### src/rtl/mem_token_bucket_mc.sv
// Multi-channel token-bucket DRAM contention injector feeding one shared fixed-latency in-flight pipe.
// Build option MEM_TB_STRICT_PRIORITY_EN: lowest eligible channel wins (no round-robin pointer).
module mem_token_bucket_mc #(
    parameter int NUM_CH               = 4,
    parameter int SIZE_WIDTH           = 16,
    parameter int TOKEN_WIDTH          = 16,
    parameter int SIZE_TO_TOKENS_SHIFT = 3,
    parameter int LAT_WIDTH            = 16,
    parameter int INFLIGHT_DEPTH       = 8,
    parameter int CNT_WIDTH            = 32
) (
    input  logic                                          clk,
    input  logic                                          reset_n,
    input  logic [NUM_CH-1:0]                             req_valid,
    input  logic [NUM_CH*SIZE_WIDTH-1:0]                  req_size_bytes,
    output logic [NUM_CH-1:0]                             req_ready,
    output logic                                          resp_valid,
    output logic [((NUM_CH > 1) ? $clog2(NUM_CH) : 1)-1:0] resp_ch,
    output logic [SIZE_WIDTH-1:0]                         resp_size_bytes,
    input  logic [LAT_WIDTH-1:0]                          cfg_latency,
    input  logic                                          cfg_enable_contention,
    input  logic [NUM_CH*8-1:0]                           cfg_tokens_per_cycle,
    input  logic [NUM_CH*TOKEN_WIDTH-1:0]                 cfg_token_capacity,
    output logic [NUM_CH*TOKEN_WIDTH-1:0]                 tokens_level,
    output logic [NUM_CH*CNT_WIDTH-1:0]                   token_stall_cycles,
    output logic [NUM_CH*CNT_WIDTH-1:0]                   contention_events,
    output logic [CNT_WIDTH-1:0]                          total_reqs,
    output logic [CNT_WIDTH-1:0]                          total_resp,
    output logic                                          busy
);
    localparam int CH_W  = (NUM_CH > 1) ? $clog2(NUM_CH) : 1;
    localparam int PTR_W = (INFLIGHT_DEPTH > 1) ? $clog2(INFLIGHT_DEPTH) : 1;
    localparam int TS_W  = LAT_WIDTH + 1;
    localparam int BW    = TOKEN_WIDTH + 9;
    localparam int CMP_W = (SIZE_WIDTH + 1 > TOKEN_WIDTH) ? SIZE_WIDTH + 1 : TOKEN_WIDTH;
    localparam logic [SIZE_WIDTH:0] ROUND     = (SIZE_WIDTH+1)'((1 << SIZE_TO_TOKENS_SHIFT) - 1);
    localparam logic [TS_W-1:0]     TS_HALF   = TS_W'(1) << LAT_WIDTH;
    localparam logic [PTR_W:0]      DEPTH_CNT = (PTR_W+1)'(INFLIGHT_DEPTH);

    logic                  init_pending;
    logic [TS_W-1:0]       now;
    logic [NUM_CH-1:0]     elig;
    logic                  found;
    logic [CH_W-1:0]       win;
    logic                  accept;
    logic [SIZE_WIDTH-1:0] win_size;
    logic [TS_W-1:0]       lat_eff;

    logic [CH_W-1:0]       f_ch   [INFLIGHT_DEPTH];
    logic [SIZE_WIDTH-1:0] f_size [INFLIGHT_DEPTH];
    logic [TS_W-1:0]       f_due  [INFLIGHT_DEPTH];
    logic [PTR_W-1:0]      wr_ptr, rd_ptr;
    logic [PTR_W:0]        count;
    logic                  fifo_full, fifo_empty;
    logic [CH_W-1:0]       head_ch;
    logic [SIZE_WIDTH-1:0] head_size;
    logic [TS_W-1:0]       head_due, age;
    logic                  head_valid, pop, bypass, push, pop_fifo;

    assign fifo_full  = (count == DEPTH_CNT);
    assign fifo_empty = (count == '0);
    assign busy       = !fifo_empty;

    // Handshake: req_ready is combinational from req_valid and state, at most one bit set;
    // a transfer happens on the clk edge where req_valid[c] && req_ready[c].
    assign accept    = found;
    assign req_ready = found ? (NUM_CH'(1) << win) : '0;
    assign win_size  = req_size_bytes[win*SIZE_WIDTH +: SIZE_WIDTH];
    assign lat_eff   = (cfg_latency == '0) ? TS_W'(1) : TS_W'(cfg_latency);

    genvar g;
    generate
        for (g = 0; g < NUM_CH; g++) begin : g_ch
            logic [SIZE_WIDTH-1:0]  size;
            logic [SIZE_WIDTH:0]    raw_cost;
            logic [TOKEN_WIDTH-1:0] cap, cost, tokens;
            logic [7:0]             tpc;
            logic [BW-1:0]          sum;
            logic                   stall, stall_q, consume;
            logic [CNT_WIDTH-1:0]   stall_cnt, event_cnt;

            assign size     = req_size_bytes[g*SIZE_WIDTH +: SIZE_WIDTH];
            assign cap      = cfg_token_capacity[g*TOKEN_WIDTH +: TOKEN_WIDTH];
            assign tpc      = cfg_tokens_per_cycle[g*8 +: 8];
            assign raw_cost = ({1'b0, size} + ROUND) >> SIZE_TO_TOKENS_SHIFT;
            // Clamping to capacity keeps oversized requests from waiting forever.
            assign cost     = (CMP_W'(raw_cost) > CMP_W'(cap)) ? cap : TOKEN_WIDTH'(raw_cost);
            assign elig[g]  = req_valid[g] && !init_pending && !fifo_full
                              && (!cfg_enable_contention || tokens >= cost);
            assign stall    = req_valid[g] && cfg_enable_contention && !init_pending && (tokens < cost);
            assign consume  = req_ready[g] && cfg_enable_contention;
            assign sum      = BW'(tokens) - (consume ? BW'(cost) : '0) + BW'(tpc);

            always_ff @(posedge clk or negedge reset_n) begin
                if (!reset_n) begin
                    tokens    <= '0;
                    stall_q   <= 1'b0;
                    stall_cnt <= '0;
                    event_cnt <= '0;
                end else begin
                    if (init_pending) tokens <= cap;
                    else              tokens <= (sum > BW'(cap)) ? cap : sum[TOKEN_WIDTH-1:0];
                    stall_q <= stall;
                    if (stall && ~&stall_cnt) stall_cnt <= stall_cnt + 1'b1;
                    if (stall && !stall_q && ~&event_cnt) event_cnt <= event_cnt + 1'b1;
                end
            end

            assign tokens_level[g*TOKEN_WIDTH +: TOKEN_WIDTH]   = tokens;
            assign token_stall_cycles[g*CNT_WIDTH +: CNT_WIDTH] = stall_cnt;
            assign contention_events[g*CNT_WIDTH +: CNT_WIDTH]  = event_cnt;
        end
    endgenerate

`ifdef MEM_TB_STRICT_PRIORITY_EN
    always_comb begin
        found = 1'b0;
        win   = '0;
        for (int i = NUM_CH - 1; i >= 0; i--) begin
            if (elig[i]) begin
                found = 1'b1;
                win   = CH_W'(i);
            end
        end
    end
`else
    logic [CH_W-1:0] rr_ptr;
    logic [CH_W:0]   rr_idx;

    always_comb begin
        found  = 1'b0;
        win    = '0;
        rr_idx = '0;
        for (int i = 0; i < NUM_CH; i++) begin
            rr_idx = {1'b0, rr_ptr} + (CH_W+1)'(i);
            if (rr_idx >= (CH_W+1)'(NUM_CH)) rr_idx = rr_idx - (CH_W+1)'(NUM_CH);
            if (!found && elig[rr_idx[CH_W-1:0]]) begin
                found = 1'b1;
                win   = rr_idx[CH_W-1:0];
            end
        end
    end

    always_ff @(posedge clk or negedge reset_n) begin
        if (!reset_n)    rr_ptr <= '0;
        else if (accept) rr_ptr <= (win == CH_W'(NUM_CH - 1)) ? '0 : win + CH_W'(1);
    end
`endif

    // An empty pipe lets a latency-1 request respond straight from the accept cycle.
    assign head_valid = !fifo_empty || accept;
    assign head_ch    = fifo_empty ? win : f_ch[rd_ptr];
    assign head_size  = fifo_empty ? win_size : f_size[rd_ptr];
    assign head_due   = fifo_empty ? (now + lat_eff) : f_due[rd_ptr];
    assign age        = now + TS_W'(1) - head_due;
    assign pop        = head_valid && (age < TS_HALF);
    assign bypass     = pop && fifo_empty;
    assign push       = accept && !bypass;
    assign pop_fifo   = pop && !fifo_empty;

    always_ff @(posedge clk) begin
        if (push) begin
            f_ch[wr_ptr]   <= win;
            f_size[wr_ptr] <= win_size;
            f_due[wr_ptr]  <= now + lat_eff;
        end
    end

    always_ff @(posedge clk or negedge reset_n) begin
        if (!reset_n) begin
            init_pending    <= 1'b1;
            now             <= '0;
            wr_ptr          <= '0;
            rd_ptr          <= '0;
            count           <= '0;
            resp_valid      <= 1'b0;
            resp_ch         <= '0;
            resp_size_bytes <= '0;
            total_reqs      <= '0;
            total_resp      <= '0;
        end else begin
            init_pending <= 1'b0;
            now          <= now + TS_W'(1);
            if (push)     wr_ptr <= wr_ptr + PTR_W'(1);
            if (pop_fifo) rd_ptr <= rd_ptr + PTR_W'(1);
            if (push && !pop_fifo)      count <= count + (PTR_W+1)'(1);
            else if (!push && pop_fifo) count <= count - (PTR_W+1)'(1);
            resp_valid <= pop;
            if (pop) begin
                resp_ch         <= head_ch;
                resp_size_bytes <= head_size;
            end
            if (accept && ~&total_reqs) total_reqs <= total_reqs + 1'b1;
            if (pop && ~&total_resp)    total_resp <= total_resp + 1'b1;
        end
    end
endmodule

### config.mk
export PLATFORM = sky130hd
export DESIGN_NAME = mem_token_bucket_mc
export DESIGN_NICKNAME = d
export VERILOG_FILES = /design/src/rtl/mem_token_bucket_mc.sv
export SDC_FILE = /design/constraint.sdc
export NUM_CORES = 2
export LEC_CHECK = 0
export CAP_MARGIN = 10
export CORE_MARGIN = 2
export CORE_UTILIZATION = 36
export CTS_BUF_LIST = sky130_fd_sc_hd__clkbuf_4 sky130_fd_sc_hd__clkbuf_8 sky130_fd_sc_hd__clkbuf_16
export CTS_CLUSTER_DIAMETER = 120
export DETAILED_ROUTE_END_ITERATION = 10
export PLACE_DENSITY = 0.63
export SLEW_MARGIN = 20
export SYNTH_ARGS = -nofsm -noshare
export SYNTH_HDL_FRONTEND = slang
export SYNTH_SLANG_ARGS = --single-unit
### constraint.sdc
create_clock -name clk -period 18.3 [get_ports clk]
set_clock_uncertainty 0.2 [all_clocks]
set_input_delay 3.66 -clock clk [delete_from_list [all_inputs] [get_ports clk]]
set_output_delay 3.66 -clock clk [all_outputs]
set_load 0.02 [all_outputs]
==> results.toml <==
[worst_setup_path]
crit_path_start_kind = "input port"
crit_slowest_cell = "nor3_1"
crit_top_cell = "ha_1"
path_class = "in -> reg"
critical-path-max-stage-delay_ps = 890
critPathMaxFanout = 15
critical_path_arrival_ps = 17380
worstSetupEndpointType = "flop"
required_ps = 18620

[global_route]
grt_overflow = 0
grt_use_total = 0.2197
grt_antenna_before_repair = 12
grt_pass1_wl_mm = 204.5
grt_max_degree = 150
grt_pass1_vias = 32620

[timing]
tightest_slew_ps = 1132
slew_viol_final = 0
period_minus_slack_ps = 17060
final.setup.tns_ps = 0
fmax_mhz = 58.61
finalSetupViolations = 0
final_hold_viol_count = 0
fin_crit_sh = 0.9324
relSlewSlack = 0.2451
setup_slack_ps = 1237
rsz0062_at_grt = "no"

[power_and_ir_drop]
p_int_w = 0.004987
seq_power_share = 0.269
power.density_nw_per_um2 = 161.4
p_leak_nw = 22.14
comb_power_share = 0.534
ir_worst_vdd_v = 0.0001183
switching_share = 0.4229
clockPowerShare = 0.197
power_w = 0.008642
power_switching_w = 0.003654

[logic_synthesis]
synth_top_area_cell = "dfrtp_1"
syn_area_um2 = 42910
synth.top_cells.by_area = "dfrtp_1 25%, edfxtp_1 20%, ha_1 10%"
syn_inst = 3856
synth_seq_cells = 717
yosys_most_used_dff = "dfrtp_1"
ys_warn_count = 0
synth_edf_count = 280
yosys.area.top_type_share = 0.2543
avgSynthCellArea_um2 = 11.13
async_flop_share = 0.6095
ys_types = 97
seq_area_frac_synth = 0.4509

[final_layout]
nets = 5025
post-route-util = 0.4536
area_delta_synth_final_pct = 24.82
fill_cells = 10910
multi_input_area_um2 = 22570
ff_latch_area_um2 = 19350
drive_gt1_frac = 0.08152

[placed_design]
place.gp.congestion = 0.9788
post-dp-hpwl_mm = 105.3
dp_worst_setup_slack_ps = 659.2
port_buffers = 590

[routing]
drt_iter0_markers = 2079
wire_per_inst_um = 22.44
via_count = 32780
dr.pass1.iters = 5
routed_wirelength_mm = 136.7
final_antenna_net_count = 0
via_per_inst = 5.380
route.detailed.drc = 0

[cts]
cts_hold_buf = 0
numCtsBuffers = 82
cts-root-buf = "clkbuf_16"
clk_pin_slew_ps = 60
post_cts_resize_count = 0
cts_tree = "done"
cts_buffer_depth = 3
cts.sinks = 717
insertion_delay_ps = 650
post_cts_buffers = 0
htreeDepth = 3

[floorplan]
die_w_um = 349.2
pin_count = 591
start_util = 0.3634
die_area_um2 = 122000
coreArea_um2 = 118100
rows = 126
fp.dieH_um = 349.2

[flow_run]
drv_cap = 0

[outcome]
status = "complete, no violations"

[worst_hold_path]
hp-class = "reg -> reg"
-- cell usage after synthesis, types with 66 or more instances --
master    instances
xnor2_1         370
nor3_1           69
and3_1           81
nand3_1         168
clkbuf_1         66
mux4_2           70
dfrtp_1         436
o21ai_0          95
nand4_1         129
nor2_1          194
edfxtp_1        280
inv_1           180
mux2i_1         139
ha_1            343
a21oi_1         158
nand2_1         241
xor2_1          128
-- per-stage QoR --
stage	hold slack [ps]	instances	instance area (µm²)
3_5_place_dp	275.3	5941	50800
2_1_floorplan	280.5	3871	42960
5_1_grt	304.3	6090	53550
3_3_place_gp	274.3	5941	50790
4_1_cts	287.1	6087	53540
6_report	285.5	6092	53560
-- flip-flops by register name, indices dropped and copies added (netlist names), 3 cells and up --
signal,cells
now,17
total_reqs,32
g_ch.stall_cnt,128
count,4
total_resp,32
resp_size_bytes,16
f_ch,16
g_ch.event_cnt,128
wr_ptr,3
g_ch.tokens,64
f_size,128
g_ch.stall_q,4
f_due,136
rd_ptr,3
-- area by class of cell --
type | count | area share
Multi-Input combinational cell | 2869 | 0.4214
Sequential cell | 717 | 0.3613
Timing Repair Buffer | 637 | 0.1172
Clock buffer | 112 | 0.04404
Tap cell | 1536 | 0.03588
Inverter | 182 | 0.01276
Clock inverter | 34 | 0.007172
Antenna cell | 5 | 0.0002336
-- path summary, 6_finish.rpt --
path / startpoint / to / slack [ps] / cells after the start
hold / removal: total_reqs[6]$_DFFE_PN0P_ / total_reqs[6]$_DFFE_PN0P_ / 290 / 1
setup / recovery: req_size_bytes[1] / g_ch[2].tokens[8]$_DFF_PN0_ / 1240 / 55
setup reg to reg: g_ch[2].tokens[10]$_DFF_PN0_ / g_ch[2].tokens[8]$_DFF_PN0_ / 7760 / 39
hold reg to reg: total_reqs[6]$_DFFE_PN0P_ / total_reqs[6]$_DFFE_PN0P_ / 290 / 1
max in group asynchronous: reset_n / total_reqs[20]$_DFFE_PN0P_ / 11970 / 4
min in group asynchronous: reset_n / g_ch[3].stall_cnt[23]$_DFFE_PN0P_ / 2790 / 1
-- per-layer routing --
layer | vias up | global-route usage | part of all wire
li1 | 15410 | - | -
met5 | - | 0 | 0.00020
met1 | 16110 | 0.2772 | 0.41
met3 | 233 | 0.04886 | 0.076
met4 | 6 | 0.08946 | 0.041
met2 | 1015 | 0.3637 | 0.47
-- power groups by stage --
| stage | registers (W) | clock network, W | logic [W] |
|---|---|---|---|
| after floorplan | 0.00238 | 0 | 0.00305 |
| after global placement | 0.00235 | 0 | 0.00452 |
| after detailed placement | 0.00235 | 0 | 0.00457 |
| after CTS | 0.00232 | 0.00174 | 0.00460 |
| after global routing | 0.00235 | 0.00180 | 0.00508 |
| final | 0.00232 | 0.00170 | 0.00462 |
-- cell families (layout without fill, tap and decap cells) --
logic type | count (synthesis) | count (layout) | share of synthesized area
xor gates and xnor gates | 498 | 498 | 0.1017
AOI/OAI and AO/OA | 541 | 541 | 0.08474
adders and majority gates | 353 | 353 | 0.1047
and+or+nand+nor | 1193 | 1193 | 0.1471
muxes | 267 | 267 | 0.08445
DFF | 717 | 717 | 0.4509
buffers and inverters | 285 | 965 | 0.02636
other | 2 | 22 | 0.0001750
-- critical path, delay by kind of cell --
kind	cells	cell delay (ps)
muxes	3	980
adders and majority gates	7	1990
AOI/OAI and AO/OA	12	3250
and+or+nand+nor	25	5570
buffers and inverters	5	1390
xor gates and xnor gates	3	470
-- layout by cell type (no fill, tap or decap), drive strengths merged, types with 53 or more instances in the layout --
| cell | n |
|---|---|
| dfrtp | 436 |
| and3 | 81 |
| o21ai | 101 |
| clkbuf | 112 |
| ha | 343 |
| nand4 | 129 |
| a21oi | 160 |
| nor3 | 72 |
| inv | 188 |
| mux2i | 140 |
| xnor2 | 370 |
| nand2 | 242 |
| nand2b | 60 |
| mux4 | 70 |
| clkdlybuf4s50 | 589 |
| nand3 | 168 |
| a21o | 53 |
| xor2 | 128 |
| edfxtp | 280 |
| mux2 | 57 |
| nor2 | 195 |
Power figures use the tool's default switching activity.
